File: src/rtl/state_seq_pkg.sv
// Shared types and helpers for the state_seq_ctrl motion sequencer.
package state_seq_pkg;

    typedef enum logic [1:0] {
        ST_IDLE  = 2'd0,
        ST_STEP  = 2'd1,
        ST_DWELL = 2'd2,
        ST_DONE  = 2'd3
    } state_e;

    localparam int POS_W   = 3;
    localparam int NUM_POS = 8;
    localparam int CNT_W   = 8;

    // Upward distance from cur to tgt, wrapped to a w-bit position space.
    function automatic logic [7:0] up_dist(input logic [7:0] tgt, input logic [7:0] cur,
                                           input int w);
        return (tgt - cur) & ((8'd1 << w) - 8'd1);
    endfunction

endpackage

File: src/rtl/state_seq_ctrl_if.sv
// Command handshake and stepper strobes of state_seq_ctrl.
interface state_seq_ctrl_if #(parameter int POS_W = 3);
    logic             cmd_valid;
    logic [POS_W-1:0] cmd_target;
    logic             cmd_ready;
    logic             step;
    logic             dir;
    logic [POS_W-1:0] pos;
    logic             busy;
    logic             done;

    modport master (output cmd_valid, cmd_target,
                    input  cmd_ready, step, dir, pos, busy, done);
    modport slave  (input  cmd_valid, cmd_target,
                    output cmd_ready, step, dir, pos, busy, done);
endinterface

File: src/rtl/state_seq_ctrl_dwell_timer.sv
// Loadable down-counter that times the idle gap between steps.
module dwell_timer #(
    parameter int W = 8
) (
    input  logic         clk,
    input  logic         rst,
    input  logic         load_i,
    input  logic [W-1:0] load_val_i,
    output logic         zero_o
);
    logic [W-1:0] cnt_q;

    always_ff @(posedge clk or posedge rst) begin
        if (rst)                cnt_q <= '0;
        else if (load_i)        cnt_q <= load_val_i;
        else if (cnt_q != '0)   cnt_q <= cnt_q - 1'b1;
    end

    assign zero_o = (cnt_q == '0);
endmodule

File: src/rtl/state_seq_ctrl.sv
// Motion sequencer: walks a tracked position to a commanded target, one step per DWELL+1 cycles.
// Optional macro STATE_SEQ_SHORTEST_PATH_EN enables shortest-path direction; otherwise always up.
module state_seq_ctrl
    import state_seq_pkg::*;
#(
    parameter int DWELL = 4,
    parameter int POS_W = state_seq_pkg::POS_W
) (
    input  logic               clk,
    input  logic               rst,
    state_seq_ctrl_if.slave    bus
);
    localparam logic [CNT_W-1:0] DWELL_LD = CNT_W'(DWELL - 1);

    state_e           state_q;
    logic [POS_W-1:0] pos_q, tgt_q, pos_nx;
    logic             dir_q, dir_d;
    logic             step_q, busy_q, done_q, rdy_q;
    logic             tmr_load, tmr_zero;

`ifdef STATE_SEQ_SHORTEST_PATH_EN
    localparam logic [POS_W-1:0] HALF = {1'b1, {(POS_W-1){1'b0}}};
    logic [POS_W-1:0] up_d;
    assign up_d  = POS_W'(up_dist(8'(bus.cmd_target), 8'(pos_q), POS_W));
    // A tie at exactly half the ring resolves upward.
    assign dir_d = (up_d <= HALF);
`else
    assign dir_d = 1'b1;
`endif

    assign pos_nx   = dir_q ? pos_q + POS_W'(1) : pos_q - POS_W'(1);
    assign tmr_load = (state_q == ST_STEP);

    dwell_timer #(.W(CNT_W)) u_dwell (
        .clk        (clk),
        .rst        (rst),
        .load_i     (tmr_load),
        .load_val_i (DWELL_LD),
        .zero_o     (tmr_zero)
    );

    always_ff @(posedge clk or posedge rst) begin
        if (rst) begin
            state_q <= ST_IDLE;
            pos_q   <= '0;
            tgt_q   <= '0;
            dir_q   <= 1'b0;
            step_q  <= 1'b0;
            busy_q  <= 1'b0;
            done_q  <= 1'b0;
            rdy_q   <= 1'b1;
        end else begin
            step_q <= 1'b0;
            done_q <= 1'b0;
            case (state_q)
                ST_IDLE: if (bus.cmd_valid && rdy_q) begin
                    tgt_q <= bus.cmd_target;
                    rdy_q <= 1'b0;
                    if (bus.cmd_target == pos_q) begin
                        state_q <= ST_DONE;
                        done_q  <= 1'b1;
                    end else begin
                        state_q <= ST_STEP;
                        step_q  <= 1'b1;
                        busy_q  <= 1'b1;
                        dir_q   <= dir_d;
                    end
                end
                ST_STEP: begin
                    pos_q <= pos_nx;
                    if (pos_nx == tgt_q) begin
                        state_q <= ST_DONE;
                        done_q  <= 1'b1;
                        busy_q  <= 1'b0;
                    end else begin
                        state_q <= ST_DWELL;
                    end
                end
                ST_DWELL: if (tmr_zero) begin
                    state_q <= ST_STEP;
                    step_q  <= 1'b1;
                end
                ST_DONE: begin
                    state_q <= ST_IDLE;
                    rdy_q   <= 1'b1;
                end
                default: state_q <= ST_IDLE;
            endcase
        end
    end

    assign bus.cmd_ready = rdy_q;
    assign bus.step      = step_q;
    assign bus.dir       = dir_q;
    assign bus.pos       = pos_q;
    assign bus.busy      = busy_q;
    assign bus.done      = done_q;
endmodule

File: src/flat_wrapper.sv
// flat-port wrapper written by rule: the top's interface ports become plain ports
module state_seq_ctrl_flat import state_seq_pkg::*;
#(
    parameter int DWELL = 4,
    parameter int POS_W = state_seq_pkg::POS_W
)
  (clk, rst, bus_cmd_valid, bus_cmd_target, bus_cmd_ready, bus_step, bus_dir, bus_pos, bus_busy, bus_done);
  state_seq_ctrl_if #(.POS_W(POS_W)) bus_i ();
  input  logic clk;
  input  logic rst;
  input wire logic [$bits(bus_i.cmd_valid)-1:0] bus_cmd_valid;
  input wire logic [$bits(bus_i.cmd_target)-1:0] bus_cmd_target;
  output wire logic [$bits(bus_i.cmd_ready)-1:0] bus_cmd_ready;
  output wire logic [$bits(bus_i.step)-1:0] bus_step;
  output wire logic [$bits(bus_i.dir)-1:0] bus_dir;
  output wire logic [$bits(bus_i.pos)-1:0] bus_pos;
  output wire logic [$bits(bus_i.busy)-1:0] bus_busy;
  output wire logic [$bits(bus_i.done)-1:0] bus_done;
  assign bus_i.cmd_valid = bus_cmd_valid;
  assign bus_i.cmd_target = bus_cmd_target;
  assign bus_cmd_ready = bus_i.cmd_ready;
  assign bus_step = bus_i.step;
  assign bus_dir = bus_i.dir;
  assign bus_pos = bus_i.pos;
  assign bus_busy = bus_i.busy;
  assign bus_done = bus_i.done;
  state_seq_ctrl #(.DWELL(DWELL), .POS_W(POS_W)) u_core (.clk(clk), .rst(rst), .bus(bus_i));
endmodule
File: config.mk
export PLATFORM = sky130hd
export DESIGN_NAME = state_seq_ctrl_flat
export DESIGN_NICKNAME = d
export VERILOG_FILES = /design/src/rtl/state_seq_pkg.sv /design/src/rtl/state_seq_ctrl_if.sv /design/src/rtl/state_seq_ctrl_dwell_timer.sv /design/src/rtl/state_seq_ctrl.sv /design/src/flat_wrapper.sv
export SDC_FILE = /design/constraint.sdc
export NUM_CORES = 1
export LEC_CHECK = 0
export BUFFER_PORTS_ARGS = -buffer_cell sky130_fd_sc_hd__clkbuf_2
export CELL_PAD_IN_SITES_DETAIL_PLACEMENT = 0
export CELL_PAD_IN_SITES_GLOBAL_PLACEMENT = 2
export CORE_AREA = 2 2 72 61
export DETAILED_ROUTE_END_ITERATION = 7
export DIE_AREA = 0 0 74 63
export PLACE_DENSITY_LB_ADDON = 0.2
export SETUP_SLACK_MARGIN = 0.4
export SLEW_MARGIN = 25
export SYNTH_ARGS = -nofsm -noshare
export SYNTH_HDL_FRONTEND = slang
export SYNTH_HIERARCHICAL = 1
export SYNTH_SLANG_ARGS = --single-unit
File: constraint.sdc
create_clock -name clk -period 4 [get_ports clk]
set_input_delay 0.4 -clock clk [delete_from_list [all_inputs] [get_ports clk]]
set_output_delay 0.4 -clock clk [all_outputs]
set_load 0.05 [all_outputs]
; ---- After elaboration in Yosys (flattened, before gate mapping)
; Index checks and enable logic that the tools add are counted.
; W data, S select, Z words.
[word_totals]
regBits = 21
inputBits = 6
word_cells = 56
[op_classes]
eq_ne = 9
addsub = 3
muxes = 22
bitwise = 1
n_reduce_logical = 12
[ops]
columns = cell, count
row1 = $mux W8, 2
row2 = $mux W1, 11
row3 = $logic_not A8 Y1, 1
row4 = $pmux W1 S2, 4
row5 = $pmux W2 S4, 1
row6 = $reduce_bool A8 Y1, 1
row7 = $sub A8 B1 Y8 const B, 1
row8 = $eq A3 B3 Y1, 2
row9 = $mux W2, 3
row10 = $reduce_and A2 Y1, 3
row11 = $reduce_bool A2 Y1, 3
row12 = $eq A2 B2 Y1 const B, 2
row13 = $ne A2 B1 Y1 const B, 2
row14 = $ne A2 B2 Y1 const B, 2
row15 = $reduce_and A4 Y1, 1
row16 = $add A3 B1 Y3 const B, 1
row17 = $mux W3, 1
row18 = $reduce_and A3 Y1, 1
row19 = $sub A3 B1 Y3 const B, 1
row20 = $eq A2 B1 Y1 const B, 1
row21 = $logic_not A2 Y1, 1
row22 = $logic_and A1 B1 Y1, 1
row23 = $not A1 Y1, 1

; ---- Depth between registers and ports, before layout
[depth]
word_depth = 5
ltp_mapped = 7
depth_no_buf = 6

; ---- Modules after synthesis
; Netlist, hierarchy kept.
[by_module_without_submodules]
columns = mod, instances, cells_per_inst, seq_area_each_um2, area_each_um2
row1 = state_seq_ctrl, 1, 58, 326.6, 639.4
row2 = dwell_timer, 1, 56, 200.2, 496.7

; ---- Worst setup path before layout
; Ideal clock, no wire load.
[synth_timing]
kind = reg-to-reg
startpoint = register u_core.pos_q[0], in the netlist u_core/bus.pos[0]
endpoint = register u_core.busy_q, in the netlist u_core/bus.busy
path_stages_with_launch = 7
arrival_ns = 1.954
slack_ns = 1.925
period_less_slack_ns = 2.075
required_ns = 3.879
n_path_buf = 0
setup_ns = 0.121
path_cell_list = dfrtp_1 > inv_1 > fa_1 > xnor2_1 > xnor2_1 > nand4_1 > a22o_1
[synth_via]
elab_chain_cells = 5
elab_cells_between_ends = 8
[synth_lines]
columns = element, line_no
row1 = "start, declared", state_seq_ctrl.sv:16  ; logic [POS_W-1:0] pos_q, tgt_q, pos_nx;
row2 = "start signal, assigned", state_seq_ctrl.sv:70  ; pos_q <= pos_nx;
row3 = $sub A3 B1 Y3 or $add A3 B1 Y3 (tied branches), state_seq_ctrl.sv:31  ; assign pos_nx = dir_q ? pos_q + POS_W'(1) : pos_q - POS_W'(1);
row4 = $mux W3 *, state_seq_ctrl.sv:31
row5 = named net u_core.pos_nx[0], state_seq_ctrl.sv:16
row6 = $eq A3 B3 Y1 *, state_seq_ctrl.sv:71  ; if (pos_nx == tgt_q) begin
row7 = $ne A2 B2 Y1 (no source line) *, -
row8 = $reduce_and A4 Y1 (no source line) *, -
row9 = "end signal, assigned", state_seq_ctrl.sv:49  ; busy_q <= 1'b0;
row10 = "end signal, assigned", state_seq_ctrl.sv:65  ; busy_q <= 1'b1;
row11 = "end signal, assigned", state_seq_ctrl.sv:74  ; busy_q <= 1'b0;
row12 = "end, declared", state_seq_ctrl.sv:18  ; logic step_q, busy_q, done_q, rdy_q;
; The timed path passes the listed nets; every way through them passes the cells marked *.
; A chain may end at the register's enable or synchronous reset.

; ---- Final worst setup path
[layout_timing]
startpoint = register u_core.u_dwell.cnt_q[0]
endpoint = register u_core.state_q[1]
[layout_via]
elab_chain_cells = 3
[layout_lines]
columns = element, line_no
row1 = "start, declared", state_seq_ctrl_dwell_timer.sv:11  ; logic [W-1:0] cnt_q;
row2 = "start signal, assigned", state_seq_ctrl_dwell_timer.sv:15  ; else if (load_i) cnt_q <= load_val_i;
row3 = "start signal, assigned", state_seq_ctrl_dwell_timer.sv:16  ; else if (cnt_q != '0) cnt_q <= cnt_q - 1'b1;
row4 = $logic_not A8 Y1, state_seq_ctrl_dwell_timer.sv:19  ; assign zero_o = (cnt_q == '0);
row5 = named net u_core.tmr_zero, state_seq_ctrl.sv:19  ; logic tmr_load, tmr_zero;
row6 = $ne A2 B1 Y1 (no source line), -
row7 = $reduce_and A2 Y1 (no source line), -
row8 = "end signal, assigned", state_seq_ctrl.sv:44  ; state_q <= ST_IDLE;
row9 = "end signal, assigned", state_seq_ctrl.sv:60  ; state_q <= ST_DONE;
row10 = "end signal, assigned", state_seq_ctrl.sv:63  ; state_q <= ST_STEP;
row11 = "end, declared", state_seq_ctrl.sv:15  ; state_e state_q;
; The timed path passes the listed nets, and every way through them passes these cells.

==> impl_metrics.ini <==
[placement]
dp_cells = 186
portBuffers = 13
dp_slack_ns = 2.04
place_area_mm2 = 0.00128
gp_congestion = 0.693
hpwlAfterDp_um = 1570

[layout]
fin_cells = 190
antenna_cells = 0
postLayoutCellArea_mm2 = 0.00132
nNetsFinal = 142
fin_util = 0.334
drive_gt1_frac = 0.203
fill_cells = 415
syn2layout_area_growth_pct = 16.5

[synthesis]
ys_seq_elements = 21
synthCells = 114
yosysSeqAreaShare = 0.464
syn_area_mm2 = 0.00114
yosys-top-cells-count = dfrtp_1, nor2_1, xnor2_1
async_reset_ff_frac = 1.00
syn_avg_cell_area_um2 = 9.97
synth_warnings = 6
synth-edff-count = 0
ys_types = 43
yosysMostFrequentCell = dfrtp_1
synth_top_area_frac = 0.441
synthFlopType = dfrtp_1
ys_top_cells_by_area = dfrtp_1, xnor2_1, nor2_1
yosysTopAreaCell = dfrtp_1

[power_and_ir_drop]
total_power_mw = 0.922
power_leakage_nw = 0.599
peakVddDrop_uv = 156
power_density_mw_per_mm2 = 697

[clock_network]
ctsHoldBuffers = 0
path_clk_slew_ns = 0.08
htree_levels = 1
cts-buffers-inserted = 3
cts.repair.resized = 0
clock-sinks = 21
insertion_delay_ns = 0.26
root_buffer = clkbuf_8
cts_buffer_depth = 2
post_cts_buffers = 0
cts_tree = done

[sta]
timing.hold.ws_ns = 0.0863
setup_viol = 0
finClkSkew_ns = 0.00666
fmaxAchievable_mhz = 509
worst_slack_ns = 2.04
fin_crit_sh = 0.491
grt_setup_unrepaired = false
fin_tns_setup_ns = 0
worst_pin_slew_ns = 0.592
report.final.slew_viol_count = 0
slew-limit-headroom = 0.600
period_minus_slack_ns = 1.96
finalHoldViolations = 0

[critical_path]
cp.arrival_ns = 2.11
worstPathBufferInverterCount = 1
slowest_stage = or4b_1
end_kind = register
worst_setup_path_start_kind = register
worstSetupPathType = reg2reg
crit_family = simple AND/OR/NAND/NOR gates
required_ns = 4.15
cp_cell_sequence = inv_1 > ha_1 > or4b_1 > nor2_2 > o21ai_0 > o31a_1
max_stage_delay_ns = 0.60
critPathMaxFanout = 6

[die]
core_area_mm2 = 0.00397
ios = 14
die_h_um = 63
die_area_mm2 = 0.00466
initial_core_util = 0.286
fp.dieW_um = 74
row_count = 21

[routing]
routed-via-count = 820
drcViolationCount = 0
ant_nets = 0
wl_met1_um = 1160
top_layer_used = met4
met3_length_um = 61
dr.pass1.iters = 3
wire_per_inst_um = 11.1
vias_per_cell = 4.32
drt_iter0_markers = 28
drt-total-wl_um = 2110
wl_met2_um = 864

[global_routing]
antenna_found_initial = 0
grt_usage = 0.107
grt_pass1_wl_um = 3840
grt_pass1_vias = 828
grt-ovfl-total = 0
grt_start_max_net_pins = 20

[status]
status = completed

[run]
cap_violations = 0

[worst_hold_path]
hold_path_class = in2async
final timing paths:
| check | start | to | slack (ns) | depth (start not counted) |
|---|---|---|---|---|
| setup / recovery | u_core/u_dwell/cnt_q[0] | u_core/state_q[1] | 2.04 | 6 |
| hold / removal | rst | u_core/u_dwell/cnt_q[3] | 0.09 | 2 |
| setup reg to reg | u_core/u_dwell/cnt_q[0] | u_core/state_q[1] | 2.04 | 6 |
| hold reg to reg | u_core/bus.busy | u_core/bus.busy | 0.52 | 1 |
| max in group asynchronous | rst | u_core/bus.cmd_ready | 3.49 | 2 |
| min in group clk | bus_cmd_target[2] | u_core/tgt_q[2] | 0.41 | 2 |
layout by cell type, fill, tap and decap left out, drive strengths merged, types with 2 or more instances in the layout:
cell type,netlist,layout
o21ai,6,6
clkinv,1,2
nand2,6,6
and3,2,2
a22o,2,2
dfrtp,20,20
mux2,3,3
a31oi,2,2
nand2b,3,3
clkbuf,1,16
conb,2,8
nor3,6,6
nor2,11,11
o31a,2,2
inv,8,8
a21oi,4,4
o31ai,3,3
xnor2,9,9
xor2,3,3
area by class of cell:
type / instances / area, um2 / share of cell area
clock buffers: 3 / 41.3 / 0.0312
flip-flops and latches: 21 / 527 / 0.398
well taps: 57 / 71.3 / 0.0539
clock inverters: 1 / 5.00 / 0.00378
repair buffers: 13 / 65.1 / 0.0491
multi-input cells: 86 / 581 / 0.439
inverters: 9 / 33.8 / 0.0255
power breakdown:
group          switching, mW  internal, mW  total, mW
registers             0.0895         0.292      0.381
clock network         0.0679        0.0693      0.137
logic                  0.227         0.177      0.404
total                  0.384         0.538      0.922
logic make-up after synthesis:
group	after synthesis	share of synthesized area
AND/OR/NAND/NOR	35	0.174
AO/OA/AOI/OAI	26	0.160
flip-flops	21	0.464
buffers and inverters	13	0.0451
XOR/XNOR	12	0.0925
multiplexers	3	0.0297
adder cells (fa/ha/maj)	2	0.0286
other	2	0.00661
routing by layer:
layer	GRT usage	up-vias
met5	0	-
met3	0.0339	2
met4	0.0341	0
met2	0.146	9
met1	0.157	384
li1	-	425
state kept, by name, summed over array words and instances, names as in the netlist:
name / count
u_core/u_dwell/cnt_q: 8
u_core/bus.pos: 3
u_core/bus.dir: 1
u_core/tgt_q: 3
u_core/bus.cmd_ready: 1
u_core/bus.busy: 1
u_core/state_q: 2
u_core/bus.step: 1
u_core/bus.done: 1
Note: power is estimated with default switching activity, not from simulation.
